`src/rtl/mips_pkg.sv`:
```
// Shared MIPS decode definitions: opcode constants, instruction field
// positions, default datapath widths and the CeilLog2 helper.
package mips_pkg;

    // Width of a register-file word and the index width derived from it.
    localparam int WORD_LENGTH_DEFAULT = 32;

    // Smallest n such that 2**n >= value; evaluated at elaboration time only.
    function automatic int CeilLog2(input int value);
        int result;
        result = 0;
        for (int i = 0; i < 31; i++) begin
            if ((1 << i) < value) begin
                result = i + 1;
            end
        end
        return result;
    endfunction

    localparam int NBITS_DEFAULT = CeilLog2(WORD_LENGTH_DEFAULT);

    // Opcodes this stage cares about.
    localparam logic [5:0] OP_RTYPE = 6'h00;
    localparam logic [5:0] OP_LW    = 6'h23;

    // Instruction field positions (MIPS32 encoding).
    localparam int OPCODE_HI = 31;
    localparam int OPCODE_LO = 26;
    localparam int RS_HI     = 25;
    localparam int RS_LO     = 21;
    localparam int RT_HI     = 20;
    localparam int RT_LO     = 16;
    localparam int RD_HI     = 15;
    localparam int RD_LO     = 11;
    localparam int IMM_HI    = 15;
    localparam int IMM_LO    = 0;

    // Single-entry load scoreboard states.
    typedef enum logic {
        SB_IDLE = 1'b0,
        SB_PEND = 1'b1
    } sb_state_t;

endpackage

```
`src/rtl/hazard_unit.sv`:
```
// Load-use hazard detection for operand_fetch.
// Holds a single-entry scoreboard of the destination of the one outstanding
// load and raises hazard when the presented instruction must wait.
// Build option OPERAND_FETCH_BYPASS_EN: when undefined, an instruction whose
// source is being written back in the same cycle also stalls for one cycle,
// because the fetch stage then has no capture bypass.
module hazard_unit
    import mips_pkg::*;
#(
    parameter int NBITS = NBITS_DEFAULT
) (
    input  logic             clk,
    input  logic             reset,
    input  logic             in_valid,
    input  logic [NBITS-1:0] rs,
    input  logic [NBITS-1:0] rt,
    input  logic             is_load,
    input  logic             load_accept,
    input  logic             wb_write,
    input  logic [NBITS-1:0] wb_reg,
    output logic             hazard
);

    sb_state_t        state;
    sb_state_t        state_next;
    logic [NBITS-1:0] pend_reg;
    logic [NBITS-1:0] pend_reg_next;
    logic             clear_now;
    logic             hazard_pend;
    logic             hazard_wb;

    // The outstanding load is being written back this very cycle.
    assign clear_now = (state == SB_PEND) && wb_write && (wb_reg == pend_reg);

    // Stall on a read of the pending destination, or on any further load
    // while the single scoreboard entry is occupied.
    assign hazard_pend = (state == SB_PEND) && in_valid && !clear_now &&
                         ((rs == pend_reg) || (rt == pend_reg) || is_load);

`ifdef OPERAND_FETCH_BYPASS_EN
    assign hazard_wb = 1'b0;
`else
    // Without a capture bypass the register file would return the old value,
    // so wait one cycle for the write to land.
    assign hazard_wb = in_valid && wb_write && (wb_reg != '0) &&
                       ((wb_reg == rs) || (wb_reg == rt));
`endif

    assign hazard = hazard_pend || hazard_wb;

    // Scoreboard state register.
    always_ff @(posedge clk or posedge reset) begin
        // NOTE: clocked state uses non-blocking assignments so every register
        // samples the pre-edge values regardless of statement order.
        if (reset) begin
            state    <= SB_IDLE;
            pend_reg <= '0;
        end else begin
            state    <= state_next;
            pend_reg <= pend_reg_next;
        end
    end

    // Scoreboard next state: clear on write-back, re-arm on an accepted load.
    always_comb begin
        // NOTE: defaults first so no path leaves a signal unassigned, which
        // would otherwise infer a latch.
        state_next    = state;
        pend_reg_next = pend_reg;
        if (clear_now) begin
            state_next = SB_IDLE;
        end
        if (load_accept && (rt != '0)) begin
            state_next    = SB_PEND;
            pend_reg_next = rt;
        end
    end

endmodule

```
`src/rtl/operand_fetch.sv`:
```
// Decode / operand-fetch stage in front of the ALU.
// Drives the register-file read ports from the incoming instruction, captures
// operands and decoded fields into an output register with a valid/ready
// handshake, keeps held operands coherent with write-back, and stalls on
// load-use hazards reported by hazard_unit.
// Build option OPERAND_FETCH_BYPASS_EN: when defined, write-back data is
// forwarded into the operands on the accept edge instead of stalling.
module operand_fetch
    import mips_pkg::*;
#(
    parameter int WORD_LENGTH = WORD_LENGTH_DEFAULT,
    parameter int NBITS       = CeilLog2(WORD_LENGTH)
) (
    input  logic                   clk,
    input  logic                   reset,
    input  logic                   in_valid,
    output logic                   in_ready,
    input  logic [31:0]            in_instr,
    output logic [NBITS-1:0]       Read_Reg1,
    output logic [NBITS-1:0]       Read_Reg2,
    input  logic [WORD_LENGTH-1:0] Read_Data1,
    input  logic [WORD_LENGTH-1:0] Read_Data2,
    input  logic                   wb_write,
    input  logic [NBITS-1:0]       wb_reg,
    input  logic [WORD_LENGTH-1:0] wb_data,
    output logic                   out_valid,
    input  logic                   out_ready,
    output logic [WORD_LENGTH-1:0] out_a,
    output logic [WORD_LENGTH-1:0] out_b,
    output logic [NBITS-1:0]       out_rd,
    output logic [WORD_LENGTH-1:0] out_imm,
    output logic                   out_is_load
);

    logic [5:0]             opcode;
    logic [NBITS-1:0]       rs;
    logic [NBITS-1:0]       rt;
    logic [NBITS-1:0]       rd;
    logic [NBITS-1:0]       dest;
    logic [WORD_LENGTH-1:0] imm_ext;
    logic                   is_load;
    logic                   hazard;
    logic                   accept;
    logic                   load_accept;
    logic [WORD_LENGTH-1:0] cap_a;
    logic [WORD_LENGTH-1:0] cap_b;
    logic [NBITS-1:0]       held_rs;
    logic [NBITS-1:0]       held_rt;
    logic                   snoop_a;
    logic                   snoop_b;

    // Field decode.
    assign opcode  = in_instr[OPCODE_HI:OPCODE_LO];
    assign rs      = NBITS'(in_instr[RS_HI:RS_LO]);
    assign rt      = NBITS'(in_instr[RT_HI:RT_LO]);
    assign rd      = NBITS'(in_instr[RD_HI:RD_LO]);
    assign is_load = (opcode == OP_LW);
    assign dest    = (opcode == OP_RTYPE) ? rd : rt;
    assign imm_ext = {{(WORD_LENGTH-16){in_instr[IMM_HI]}}, in_instr[IMM_HI:IMM_LO]};

    assign Read_Reg1 = rs;
    assign Read_Reg2 = rt;

    // Handshake.
    assign in_ready    = (!out_valid || out_ready) && !hazard;
    assign accept      = in_valid && in_ready;
    assign load_accept = accept && is_load;

    hazard_unit #(
        .NBITS (NBITS)
    ) u_hazard (
        .clk         (clk),
        .reset       (reset),
        .in_valid    (in_valid),
        .rs          (rs),
        .rt          (rt),
        .is_load     (is_load),
        .load_accept (load_accept),
        .wb_write    (wb_write),
        .wb_reg      (wb_reg),
        .hazard      (hazard)
    );

    // Operand selection at capture: r0 reads as zero, optionally forward write-back.
    always_comb begin
        cap_a = Read_Data1;
        cap_b = Read_Data2;
`ifdef OPERAND_FETCH_BYPASS_EN
        if (wb_write && (wb_reg == rs)) begin
            cap_a = wb_data;
        end
        if (wb_write && (wb_reg == rt)) begin
            cap_b = wb_data;
        end
`endif
        if (rs == '0) begin
            cap_a = '0;
        end
        if (rt == '0) begin
            cap_b = '0;
        end
    end

    // A write-back to a held source register refreshes the stalled operand.
    assign snoop_a = wb_write && (wb_reg != '0) && (wb_reg == held_rs);
    assign snoop_b = wb_write && (wb_reg != '0) && (wb_reg == held_rt);

    // Output register: load on accept, drain on consume, snoop while held.
    always_ff @(posedge clk or posedge reset) begin
        if (reset) begin
            out_valid   <= 1'b0;
            out_a       <= '0;
            out_b       <= '0;
            out_rd      <= '0;
            out_imm     <= '0;
            out_is_load <= 1'b0;
            held_rs     <= '0;
            held_rt     <= '0;
        end else if (accept) begin
            out_valid   <= 1'b1;
            out_a       <= cap_a;
            out_b       <= cap_b;
            out_rd      <= dest;
            out_imm     <= imm_ext;
            out_is_load <= is_load;
            held_rs     <= rs;
            held_rt     <= rt;
        end else if (out_valid) begin
            if (out_ready) begin
                out_valid <= 1'b0;
            end else begin
                if (snoop_a) begin
                    out_a <= wb_data;
                end
                if (snoop_b) begin
                    out_b <= wb_data;
                end
            end
        end
    end

endmodule
```
`config.mk`:
```
export PLATFORM = sky130hd
export DESIGN_NAME = operand_fetch
export DESIGN_NICKNAME = d
export VERILOG_FILES = /design/src/rtl/mips_pkg.sv /design/src/rtl/hazard_unit.sv /design/src/rtl/operand_fetch.sv
export SDC_FILE = /design/constraint.sdc
export NUM_CORES = 1
export LEC_CHECK = 0
export BUFFER_PORTS_ARGS = -buffer_cell sky130_fd_sc_hd__buf_2
export CORE_MARGIN = 2
export CORE_UTILIZATION = 48
export DETAILED_ROUTE_END_ITERATION = 10
export MAX_ROUTING_LAYER = met4
export PLACE_DENSITY = 0.79
export SKIP_CTS_REPAIR_TIMING = 1
export SLEW_MARGIN = 10
export SYNTH_ARGS = -nofsm -noshare
export SYNTH_HDL_FRONTEND = slang
export SYNTH_SLANG_ARGS = --single-unit
```
`constraint.sdc`:
```
create_clock -name clk -period 3.4 [get_ports clk]
set_input_delay 0.17 -clock clk [delete_from_list [all_inputs] [get_ports clk]]
set_output_delay 0.17 -clock clk [all_outputs]
set_load 0.02 [all_outputs]
```
==> flow_metrics.py, run 1 <==
metrics = {
    "route": {
        "drt_via_density": 5.67,
        "drcViolationCount": 0,
        "drt_iter0_drc": 224,
        "total_via_count_in_the_routed_design": 4619,
        "ant_nets": 0,
        "wl_um": 15600,
        "routed_wire_length_per_instance_um": 19.1,
        "firstDrtPassIters": 4,
    },
    "cells_and_area": {
        "num-nets-final": 808,
        "count_of_fill_cells_added_during_filler_insertion": 953,
        "area_growth_pct": 25.6,
        "insertedDiodeCount": 0,
        "drive_above_1_share_pct": 51.6,
        "top_regs": "out_a: 32 flops, out_b: 32 flops, out_imm: 16 flops",
    },
    "global_route": {
        "grt_residual_overflow": 0,
        "global_route_wire_length_before_repair_um": 24900,
        "first_global_vias": 4714,
        "grt_use_total_pct": 26.0,
        "grt_max_degree": 81,
        "antenna_found_initial": 0,
    },
    "yosys": {
        "synth.lib_cells_used.distinct": 42,
        "synth_top_flop_cell": "sky130_fd_sc_hd__dfrtp_1",
        "post_synth_instance_area_um2": 5530,
        "synth-async-reset-ratio_pct": 100,
        "synthesis.yosys.warnings": 0,
        "yosysSeqAreaShare_pct": 46.6,
        "yosys_register_bits": 103,
        "synth_edf_count": 0,
        "mappedNetlistNets": 597,
        "synth.avg_cell_area_um2": 12.1,
        "netlist_instances": 459,
    },
    "clock_network": {
        "tritoncts_clock_tree": "done",
        "clockRootBuffer": "sky130_fd_sc_hd__clkbuf_16",
        "tritoncts_num_sinks": 103,
        "tritoncts.num_buffers": 9,
        "clk_latency_ns": 0.35,
        "path_clk_slew_ns": 0.07,
        "ctsHtreeMaxLevel": 3,
        "cts_max_path_buffers": 2,
    },
    "placement": {
        "place_congestion": 0.932,
        "hpwl_um": 11300,
        "portBuffers": 251,
    },
    "power_and_ir_drop": {
        "cell_int_power_w": 0.00243,
        "share_clk_of_total_power_pct": 25.6,
        "power_density_nw_per_um2": 530,
        "netSwitchingFraction_pct": 34.0,
        "worst_voltage_drop_across_the_vdd_grid_uv": 326,
        "switching_power_w": 0.00125,
        "pwr-share-seq_pct": 42.4,
        "logic_pwr_share_pct": 32.0,
        "leakage_power_nw": 3.16,
    },
    "sta": {
        "setup_viol": 0,
        "timing.final.max_slew_violations": 0,
        "rsz0062_at_grt": "false",
        "setup_tns_ns": 0,
        "finalCritPeriodShare_pct": 76.9,
        "max-slew-margin-rel_pct": 34.2,
        "fin_worst_skew_ns": 0.00733,
        "fin_crit_ns": 2.61,
        "worst_slew_pin_slew_ns": 0.987,
        "fmax_ghz": 0.383,
        "hold_viol": 0,
        "worst_slack_on_hold_paths_ns": 0.0264,
    },
    "run_status": {
        "outcome": "finished, final reports clean",
    },
    "critical_path": {
        "timing.critical_path.from_type": "flip-flop",
        "biggest_fanout_along_the_worst_timing_path": 14,
        "arrival_ns": 2.44,
        "endpoint_kind": "output port",
        "path_class": "flip-flop to output port",
        "critical_path_rt_ns": 3.23,
    },
    "floorplanning": {
        "io_pins": 252,
        "design.die.area_um2": 12400,
        "die_y_um": 111,
        "floorplan.initialDensity_pct": 48.9,
        "core.rowCount": 39,
        "die_w_um": 111,
        "core_area_um2": 11300,
    },
    "worst_hold_path": {
        "hold_path_class": "input port to flip-flop",
    },
    "job": {
        "max_cap_viol_count": 0,
    },
}
## critical path, stage by stage (launching register included)
cell	delay, ns
sky130_fd_sc_hd__dfrtp_1	0.44
sky130_fd_sc_hd__xnor2_1	0.19
sky130_fd_sc_hd__nand4_1	0.10
sky130_fd_sc_hd__o21ai_0	0.51
sky130_fd_sc_hd__a31oi_4	0.22
sky130_fd_sc_hd__a221oi_1	0.40
sky130_fd_sc_hd__buf_2	0.23
## cell type report
| type | instances | area (um2) | area share [%] |
|---|---|---|---|
| well taps | 143 | 179 | 2.57 |
| inverters | 2 | 10.0 | 0.144 |
| clock inverters | 2 | 10.0 | 0.144 |
| clock buffers | 11 | 243 | 3.49 |
| multi-input cells | 289 | 2540 | 36.6 |
| flip-flops and latches | 103 | 2580 | 37.1 |
| repair buffers | 265 | 1390 | 19.9 |
## per-stage QoR
step	setup WS [ns]	util, %	instance area [um2]	total power, W	std cells
2_1_floorplan	0.526	-	5530	0.00239	459
3_3_place_gp	0.856	59.2	6700	0.00273	802
3_5_place_dp	0.761	59.2	6700	0.00277	802
4_1_cts	0.790	61.4	6950	0.00372	815
5_1_grt	0.606	61.4	6950	0.00387	815
6_report	0.786	61.4	6950	0.00368	815
## metal layers
| layer | global-route usage [%] | vias to the layer above | part of all wire [%] |
|---|---|---|---|
| met5 | - | - | 0 |
| met3 | 5.66 | 38 | 6.1 |
| met2 | 41.2 | 192 | 49 |
| met1 | 33.0 | 2267 | 42 |
| li1 | - | 2122 | - |
| met4 | 10.0 | 0 | 2.9 |
## cell usage after synthesis, types with 2 or more instances
library cell	count	share of area, %
sky130_fd_sc_hd__a21oi_1	13	1.2
sky130_fd_sc_hd__a2bb2oi_1	2	0.32
sky130_fd_sc_hd__a2bb2oi_2	30	8.1
sky130_fd_sc_hd__a32o_1	2	0.36
sky130_fd_sc_hd__buf_1	2	0.14
sky130_fd_sc_hd__buf_2	12	1.1
sky130_fd_sc_hd__buf_4	28	3.8
sky130_fd_sc_hd__buf_6	10	2.0
sky130_fd_sc_hd__clkbuf_1	13	0.88
sky130_fd_sc_hd__dfrtp_1	103	47
sky130_fd_sc_hd__inv_1	2	0.14
sky130_fd_sc_hd__mux2_2	30	6.1
sky130_fd_sc_hd__mux2i_1	35	6.3
sky130_fd_sc_hd__nand2_1	6	0.41
sky130_fd_sc_hd__nand3_1	39	3.5
sky130_fd_sc_hd__nand4_1	2	0.23
sky130_fd_sc_hd__nor2b_1	3	0.34
sky130_fd_sc_hd__nor3_1	4	0.36
sky130_fd_sc_hd__nor4b_1	2	0.32
sky130_fd_sc_hd__o211ai_1	2	0.27
sky130_fd_sc_hd__o21ai_0	2	0.18
sky130_fd_sc_hd__o22ai_1	33	3.7
sky130_fd_sc_hd__o2bb2ai_1	30	4.7
sky130_fd_sc_hd__o32a_1	2	0.36
sky130_fd_sc_hd__or4_1	2	0.27
sky130_fd_sc_hd__xnor2_1	25	4.0
sky130_fd_sc_hd__xor2_1	10	1.6
## final timing paths
check                                            startpoint                endpoint  slack [ns]  depth (start not counted)
setup / recovery           u_hazard.pend_reg[1]$_DFFE_PP0P_                in_ready        0.79                          6
max in group asynchronous                             reset   out_a[10]$_DFFE_PP0P_        2.42                          3
hold / removal                                Read_Data1[8]    out_a[8]$_DFFE_PP0P_        0.03                          2
setup reg to reg           u_hazard.pend_reg[1]$_DFFE_PP0P_    out_a[5]$_DFFE_PP0P_        0.81                          8
hold reg to reg                      out_imm[5]$_DFFE_PP0P_  out_imm[5]$_DFFE_PP0P_        0.50                          1
min in group asynchronous                             reset   out_a[24]$_DFFE_PP0P_        0.05                          2
## kinds of logic after synthesis
logic type | Yosys count | synth area share (%)
multiplexers | 65 | 12.4
AND/OR/NAND/NOR | 66 | 6.74
flip-flops | 103 | 46.6
AO/OA/AOI/OAI | 123 | 20.6
buffers and inverters | 67 | 8.07
XOR/XNOR | 35 | 5.54
## power groups by stage
stage	Sequential, W	Clock [W]	Combinational, W
floorplan	0.00178	0	0.000606
global placement	0.00157	0	0.00116
finish	0.00156	0.000943	0.00118
CTS	0.00156	0.000967	0.00119
detailed placement	0.00158	0	0.00119
global route	0.00159	0.00102	0.00126
## cell usage in the layout, fill, tap and decap left out, types with 3 or more instances in the layout
cell type                   count
sky130_fd_sc_hd__xnor2_1       25
sky130_fd_sc_hd__buf_2        251
sky130_fd_sc_hd__buf_4         12
sky130_fd_sc_hd__nor2b_1        3
sky130_fd_sc_hd__mux2i_1       35
sky130_fd_sc_hd__nand3_1       39
sky130_fd_sc_hd__nand2_1        6
sky130_fd_sc_hd__nor3_1         4
sky130_fd_sc_hd__xor2_1        10
sky130_fd_sc_hd__clkbuf_16      9
sky130_fd_sc_hd__o22ai_1       33
sky130_fd_sc_hd__dfrtp_1      103
sky130_fd_sc_hd__o2bb2ai_1     30
sky130_fd_sc_hd__a2bb2oi_2     30
sky130_fd_sc_hd__mux2_2        30
sky130_fd_sc_hd__a21oi_1       13
No activity file was read; power rests on OpenSTA's default activity.
==> run 2, diff against run 1 <==
CORE_UTILIZATION = 43   (was 48)
PLACE_DENSITY = 0.74   (was 0.79)
clock period = 2.1 ns   (was 3.4 ns; I/O delays follow)
==> flow_metrics.py, run 2 (synthesized netlist as in run 1, its figures left out) <==
metrics = {
    "critical_path": {
        "slowest_cell_on_the_critical_path": "sky130_fd_sc_hd__dfrtp_1",
        "timing.reg2reg.setup_slack_ns": -0.01,
        "critical_path.n_buffers_inverters": 4,
        "cpPeakStageDelay_ns": 0.45,
        "critical_path_rt_ns": 2.00,
        "r2r_end": "out_a[19]$_DFFE_PP0P_",
        "endpoint_kind": "output port",
        "timing.critical_path.from_type": "flip-flop",
        "cells_on_worst_reg2reg_path": 8,
        "timing.critical_path.max_delay_family": "buffers and inverters",
        "path_class": "flip-flop to output port",
        "crit-reg2reg-launch": "u_hazard.pend_reg[4]$_DFFE_PP0P_",
        "crit_chain": "xnor2_1 > nand2_1 > o21ai_1 > buf_4 > a31oi_4 > buf_12 > buf_8 > a221oi_4 > buf_6",
        "arrival_ns": 2.09,
        "biggest_fanout_along_the_worst_timing_path": 9,
    },
    "power_and_ir_drop": {
        "worst_voltage_drop_across_the_vdd_grid_uv": 472,
        "power_density_nw_per_um2": 811,
        "leakage_power_nw": 3.53,
        "post_layout_total_power_w": 0.00633,
    },
    "global_route": {
        "antenna_found_initial": 0,
        "global_route_wire_length_before_repair_um": 24700,
        "grt_max_degree": 64,
        "grt_residual_overflow": 0,
        "first_global_vias": 4843,
        "grt_use_total_pct": 23.3,
    },
    "route": {
        "firstDrtPassIters": 4,
        "drt_iter0_drc": 252,
        "total_via_count_in_the_routed_design": 4883,
        "drcViolationCount": 0,
        "routed_wire_length_per_instance_um": 18.1,
        "wl_um": 16500,
        "ant_nets": 0,
        "drt_via_density": 5.35,
    },
    "run_status": {
        "outcome": "finished, violations left",
        "violations": "hold timing, setup timing",
    },
    "worst_hold_path": {
        "hold_path_class": "input port to flip-flop",
        "min_from": "in_instr[3]",
        "hold_end": "out_imm[3]$_DFFE_PP0P_",
        "min_delay_path_depth": 2,
    },
    "floorplanning": {
        "design.die.area_um2": 13800,
        "core.rowCount": 41,
        "io_pins": 252,
        "floorplan.initialDensity_pct": 44.0,
        "die_y_um": 117,
        "die_w_um": 117,
        "core_area_um2": 12600,
    },
    "placement": {
        "hpwl_um": 11900,
        "place_congestion": 0.837,
        "portBuffers": 251,
    },
    "sta": {
        "setup_viol": 2,
        "hold_viol": 2,
        "postLayoutSetupSlackWorst_ns": -0.100,
        "fin_crit_ns": 2.20,
        "worst_slack_on_hold_paths_ns": -0.00225,
        "finalCritPeriodShare_pct": 105,
        "worst_slew_pin_slew_ns": 0.418,
        "fmax_ghz": 0.455,
        "timing.final.max_slew_violations": 0,
        "setup_tns_ns": -0.108,
        "rsz0062_at_grt": "true",
        "fin_worst_skew_ns": 0.00584,
        "max-slew-margin-rel_pct": 72.0,
    },
    "cells_and_area": {
        "layout.cells.most_common": "sky130_fd_sc_hd__buf_2",
        "final_cell_mix": "250 x sky130_fd_sc_hd__buf_2, 99 x sky130_fd_sc_hd__dfrtp_1, 39 x sky130_fd_sc_hd__dlygate4sd3_1, 37 x sky130_fd_sc_hd__nand3_1, 35 x sky130_fd_sc_hd__mux2i_1",
        "finalCoreUtilization_pct": 62.1,
        "area_growth_pct": 41.1,
        "num-nets-final": 874,
        "count_of_fill_cells_added_during_filler_insertion": 1005,
        "footprint_of_the_multi_input_gates_um2": 2620,
        "drive_above_1_share_pct": 53.0,
        "area.sequential_um2": 2580,
        "insertedDiodeCount": 0,
        "top_regs": "out_a: 32 flops, out_b: 32 flops, out_imm: 16 flops",
    },
    "clock_network": {
        "ctsHtreeMaxLevel": 3,
        "clockRootBuffer": "sky130_fd_sc_hd__clkbuf_16",
        "tritoncts_clock_tree": "done",
        "cts_max_path_buffers": 2,
        "path_clk_slew_ns": 0.07,
        "tritoncts_num_sinks": 103,
        "clk_latency_ns": 0.35,
        "tritoncts.num_buffers": 9,
    },
    "job": {
        "max_cap_viol_count": 0,
    },
}
==> run 2: cell count changes in the layout (fill, tap and decap cells not counted), sizes merged <==
cell	previous run	this run
buf	265	292
inv	2	1
bufinv	0	1
clkinvlp	0	1
dlygate4sd3	0	39
clkinv	2	4
==> run 2: worst max-delay path by stage <==
| stage | cells after the start | to | start | slack (ns) |
|---|---|---|---|---|
| 2_1_floorplan | 8 | out_b[4]$_DFFE_PP0P_ | u_hazard.pend_reg[0]$_DFFE_PP0P_ | -0.005 |
| 6_report | 9 | in_ready | u_hazard.pend_reg[3]$_DFFE_PP0P_ | -0.1 |
| 3_3_place_gp | 8 | out_a[2]$_DFFE_PP0P_ | wb_reg[0] | 0.02 |
| 3_5_place_dp | 8 | out_a[13]$_DFFE_PP0P_ | wb_reg[0] | -0.03 |
| 4_1_cts | 8 | in_ready | u_hazard.pend_reg[0]$_DFFE_PP0P_ | -0.32 |
| 5_1_grt | 9 | in_ready | u_hazard.pend_reg[4]$_DFFE_PP0P_ | -0.21 |
==> run 2: per-stage QoR <==
stage	instances	area [um2]	setup WS (ns)
after floorplan	459	5540	-0.00491
after global placement	851	6960	0.0200
after detailed placement	851	6960	-0.0282
after CTS	867	7260	-0.322
after global routing	913	7810	-0.207
final	913	7810	-0.100
==> run 2: per-layer routing <==
metal	track usage, %	share of wire, %	up-vias
met1	28.0	42	2416
met2	39.4	51	188
met5	-	0	-
li1	-	-	2260
met4	7.15	1.3	0
met3	5.11	5.5	19
==> run 2: final cells by class <==
class	instances	area share, %
Multi-Input combinational cell	289	33.6
Sequential cell	103	33.1
Timing Repair Buffer	331	26.6
Clock buffer	11	3.11
Tap cell	172	2.76
Clock inverter	5	0.737
Inverter	2	0.144
==> run 2: power by group <==
group / switching (W) / internal [W]
Combinational: 0.00114 / 0.000939
Clock: 0.000755 / 0.000958
Sequential: 0.000229 / 0.00231
==> run 3, diff against run 2 <==
ABC_AREA = 1   (was default)
BUFFER_PORTS_ARGS = default   (was -buffer_cell sky130_fd_sc_hd__buf_2)
CORE_UTILIZATION = 58   (was 43)
DONT_BUFFER_PORTS = 1   (was default)
PLACE_DENSITY = 0.73   (was 0.74)
==> flow_metrics.py, run 3 <==
metrics = {
    "cells_and_area": {
        "area_growth_pct": 20.8,
        "layout.cells.most_common": "sky130_fd_sc_hd__nand2_1",
        "final_cell_mix": "359 x sky130_fd_sc_hd__nand2_1, 131 x sky130_fd_sc_hd__nand3_1, 97 x sky130_fd_sc_hd__dfrtp_1, 91 x sky130_fd_sc_hd__dlygate4sd3_1, 61 x sky130_fd_sc_hd__inv_1",
        "postLayoutCellArea_um2": 7120,
        "drive_above_1_share_pct": 7.61,
        "num-nets-final": 1040,
        "top_regs": "out_a: 32 flops, out_b: 32 flops, out_imm: 16 flops",
    },
    "critical_path": {
        "cpPeakStageDelay_ns": 0.41,
        "path_class": "flip-flop to output port",
        "biggest_fanout_along_the_worst_timing_path": 5,
        "timing.critical_path.max_delay_family": "simple AND/OR/NAND/NOR gates",
        "arrival_ns": 1.90,
        "slowest_cell_on_the_critical_path": "sky130_fd_sc_hd__dfrtp_2",
        "crit_chain": "inv_1 > nand2_1 > nand2_1 > nor2_1 > nand3_1 > nand2_1 > inv_1 > nand2_4 > inv_2 > nor2_1 > buf_4 > buf_4 > buf_6",
        "cells_on_worst_reg2reg_path": 14,
        "timing.critical_path.from_type": "flip-flop",
        "timing.reg2reg.setup_slack_ns": 0.10,
        "endpoint_kind": "output port",
        "crit_top_cell": "sky130_fd_sc_hd__nand2_1",
        "r2r_end": "out_a[24]$_DFFE_PP0P_",
        "critical_path.n_buffers_inverters": 6,
        "critical_path_rt_ns": 2.00,
        "crit-reg2reg-launch": "u_hazard.pend_reg[2]$_DFFE_PP0P_",
    },
    "run_status": {
        "violations": "hold timing",
        "outcome": "finished, violations left",
    },
    "yosys": {
        "synthMostInstantiatedCell": "sky130_fd_sc_hd__nand2_1",
        "synth-adder-area-share_pct": 0,
        "synth_edf_count": 0,
        "ranking_of_synthesized_cells_by_instance_count": "359 x sky130_fd_sc_hd__nand2_1, 132 x sky130_fd_sc_hd__nand3_1, 103 x sky130_fd_sc_hd__dfrtp_1",
        "synth.lib_cells_used.distinct": 27,
        "post_synth_and_or_nand_nor_area_fraction_pct": 40.6,
        "yosys.area_share.xor_xnor_pct": 1.34,
        "post_synth_instance_area_um2": 5890,
        "synth.area.top_cells": "sky130_fd_sc_hd__dfrtp_1 44%, sky130_fd_sc_hd__nand2_1 23%, sky130_fd_sc_hd__nand3_1 11%",
        "synth_top_flop_cell": "sky130_fd_sc_hd__dfrtp_1",
        "synth_area_leader_cell": "sky130_fd_sc_hd__dfrtp_1",
        "mappedNetlistNets": 985,
        "dominant_combinational_cell_family_by_area_after_synthesis": "simple AND/OR/NAND/NOR gates",
        "synthesis.yosys.warnings": 0,
        "yosys_register_bits": 103,
        "synth.area.mux_share_pct": 0,
        "synth_compound_area_share_pct": 2.59,
        "netlist_instances": 847,
        "synth-async-reset-ratio_pct": 100,
        "synth.top_cell.area_share_pct": 43.7,
        "yosysSeqAreaShare_pct": 43.7,
        "synth.avg_cell_area_um2": 6.96,
    },
    "placement": {
        "portBuffers": 0,
        "hpwl_um": 12500,
        "place_congestion": 0.947,
        "placedInstanceArea_um2": 5910,
    },
    "route": {
        "drt_via_density": 5.78,
        "total_via_count_in_the_routed_design": 6021,
        "routed_wire_length_per_instance_um": 18.8,
        "drcViolationCount": 0,
        "firstDrtPassIters": 6,
        "wl_um": 19500,
        "ant_nets": 0,
        "drt_iter0_drc": 736,
    },
    "power_and_ir_drop": {
        "leakage_power_nw": 3.87,
        "share_clk_of_total_power_pct": 25.0,
        "netSwitchingFraction_pct": 37.4,
        "worst_voltage_drop_across_the_vdd_grid_uv": 429,
        "logic_pwr_share_pct": 21.6,
        "switching_power_w": 0.00206,
        "power_density_nw_per_um2": 774,
        "pwr-share-seq_pct": 53.4,
        "cell_int_power_w": 0.00345,
    },
    "global_route": {
        "antenna_found_initial": 1,
        "first_global_vias": 5029,
        "global_route_wire_length_before_repair_um": 27000,
        "grt_max_degree": 60,
        "grt_residual_overflow": 0,
        "grt_use_total_pct": 31.9,
    },
    "sta": {
        "worst_slack_on_hold_paths_ns": -0.0272,
        "worst_slew_pin_slew_ns": 0.597,
        "timing.final.max_slew_violations": 0,
        "fin_worst_skew_ns": 0.00885,
        "hold_viol": 14,
        "max-slew-margin-rel_pct": 60.1,
        "finalCritPeriodShare_pct": 95.7,
        "setup_viol": 0,
        "fin_crit_ns": 2.01,
        "fmax_ghz": 0.498,
    },
    "floorplanning": {
        "core.rowCount": 36,
        "io_pins": 252,
        "die_w_um": 105,
        "die_y_um": 105,
        "design.die.area_um2": 11000,
        "core_area_um2": 9820,
        "floorplan.initialDensity_pct": 60.0,
    },
    "worst_hold_path": {
        "hold_end": "out_b[31]$_DFFE_PP0P_",
        "min_from": "wb_data[31]",
        "min_delay_path_depth": 4,
        "hold_path_class": "input port to flip-flop",
    },
    "job": {
        "max_cap_viol_count": 0,
    },
    "clock_network": {
        "ctsHtreeMaxLevel": 3,
        "tritoncts.num_buffers": 9,
        "clk_latency_ns": 0.37,
        "clockRootBuffer": "sky130_fd_sc_hd__clkbuf_8",
        "tritoncts_num_sinks": 103,
        "path_clk_slew_ns": 0.10,
        "cts_max_path_buffers": 2,
        "tritoncts_clock_tree": "done",
    },
}
==> run 3: per-layer routing <==
layer | vias up | track usage, % | share of wire (%)
met4 | 0 | 7.90 | 2.7
met3 | 54 | 10.5 | 12
met2 | 439 | 46.2 | 45
met1 | 2754 | 43.5 | 40
li1 | 2774 | - | -
met5 | - | - | 0
==> run 3: kinds of logic (layout without fill, tap and decap cells) <==
logic type             after synthesis  in the layout
AND/OR/NAND/NOR                    559            559
buffers and inverters              149            209
flip-flops                         103            103
AO/OA/AOI/OAI                       27             27
XOR/XNOR                             9              9
other                                0              1
==> run 3: worst max path at each step <==
stage                                     startpoint                          endpoint  cells after the start
floorplan           u_hazard.pend_reg[2]$_DFFE_PP0P_  u_hazard.pend_reg[0]$_DFFE_PP0P_                     13
global placement    u_hazard.pend_reg[4]$_DFFE_PP0P_  u_hazard.pend_reg[3]$_DFFE_PP0P_                     13
detailed placement  u_hazard.pend_reg[2]$_DFFE_PP0P_             out_a[27]$_DFFE_PP0P_                     14
CTS                 u_hazard.pend_reg[2]$_DFFE_PP0P_                          in_ready                     13
global route                            in_instr[19]  u_hazard.pend_reg[3]$_DFFE_PP0P_                     13
finish              u_hazard.pend_reg[2]$_DFFE_PP0P_                          in_ready                     13
==> run 3: cell type report <==
| cell class | count | area, um2 |
|---|---|---|
| fill | 781 | 2700 |
| antenna | 1 | 2.50 |
| sequential | 103 | 2590 |
| inverter | 73 | 283 |
| clock buffer | 10 | 128 |
| clock inverter | 6 | 85.1 |
| timing repair buffer | 120 | 1230 |
| tap | 133 | 166 |
| multi-input combinational | 595 | 2640 |
==> run 3: per-stage QoR <==
stage	setup TNS (ns)	setup WS [ns]	util, %	cells	power, W
after floorplan	0	0.255	-	847	0.00374
after global placement	0	0.125	60.1	930	0.00391
after detailed placement	0	0.0750	60.1	930	0.00394
after CTS	0	0.0360	62.3	946	0.00529
after global routing	-0.0120	-0.00537	72.5	1041	0.00575
final	0	0.0905	72.5	1041	0.00551
==> run 3: worst reg2reg max path: cells and delay by family, from the launching register on <==
family,cells,cell delay [ns]
AND/OR/NAND/NOR,9,0.90
buffers and inverters,5,0.62
flip-flops,1,0.41
==> run 3: power groups by stage <==
stage / Combinational, W / Sequential (W) / Clock [W]
3_3_place_gp: 0.000942 / 0.00296 / 0
2_1_floorplan: 0.000864 / 0.00287 / 0
6_report: 0.00119 / 0.00294 / 0.00138
4_1_cts: 0.000972 / 0.00293 / 0.00138
5_1_grt: 0.00133 / 0.00297 / 0.00145
3_5_place_dp: 0.000973 / 0.00296 / 0
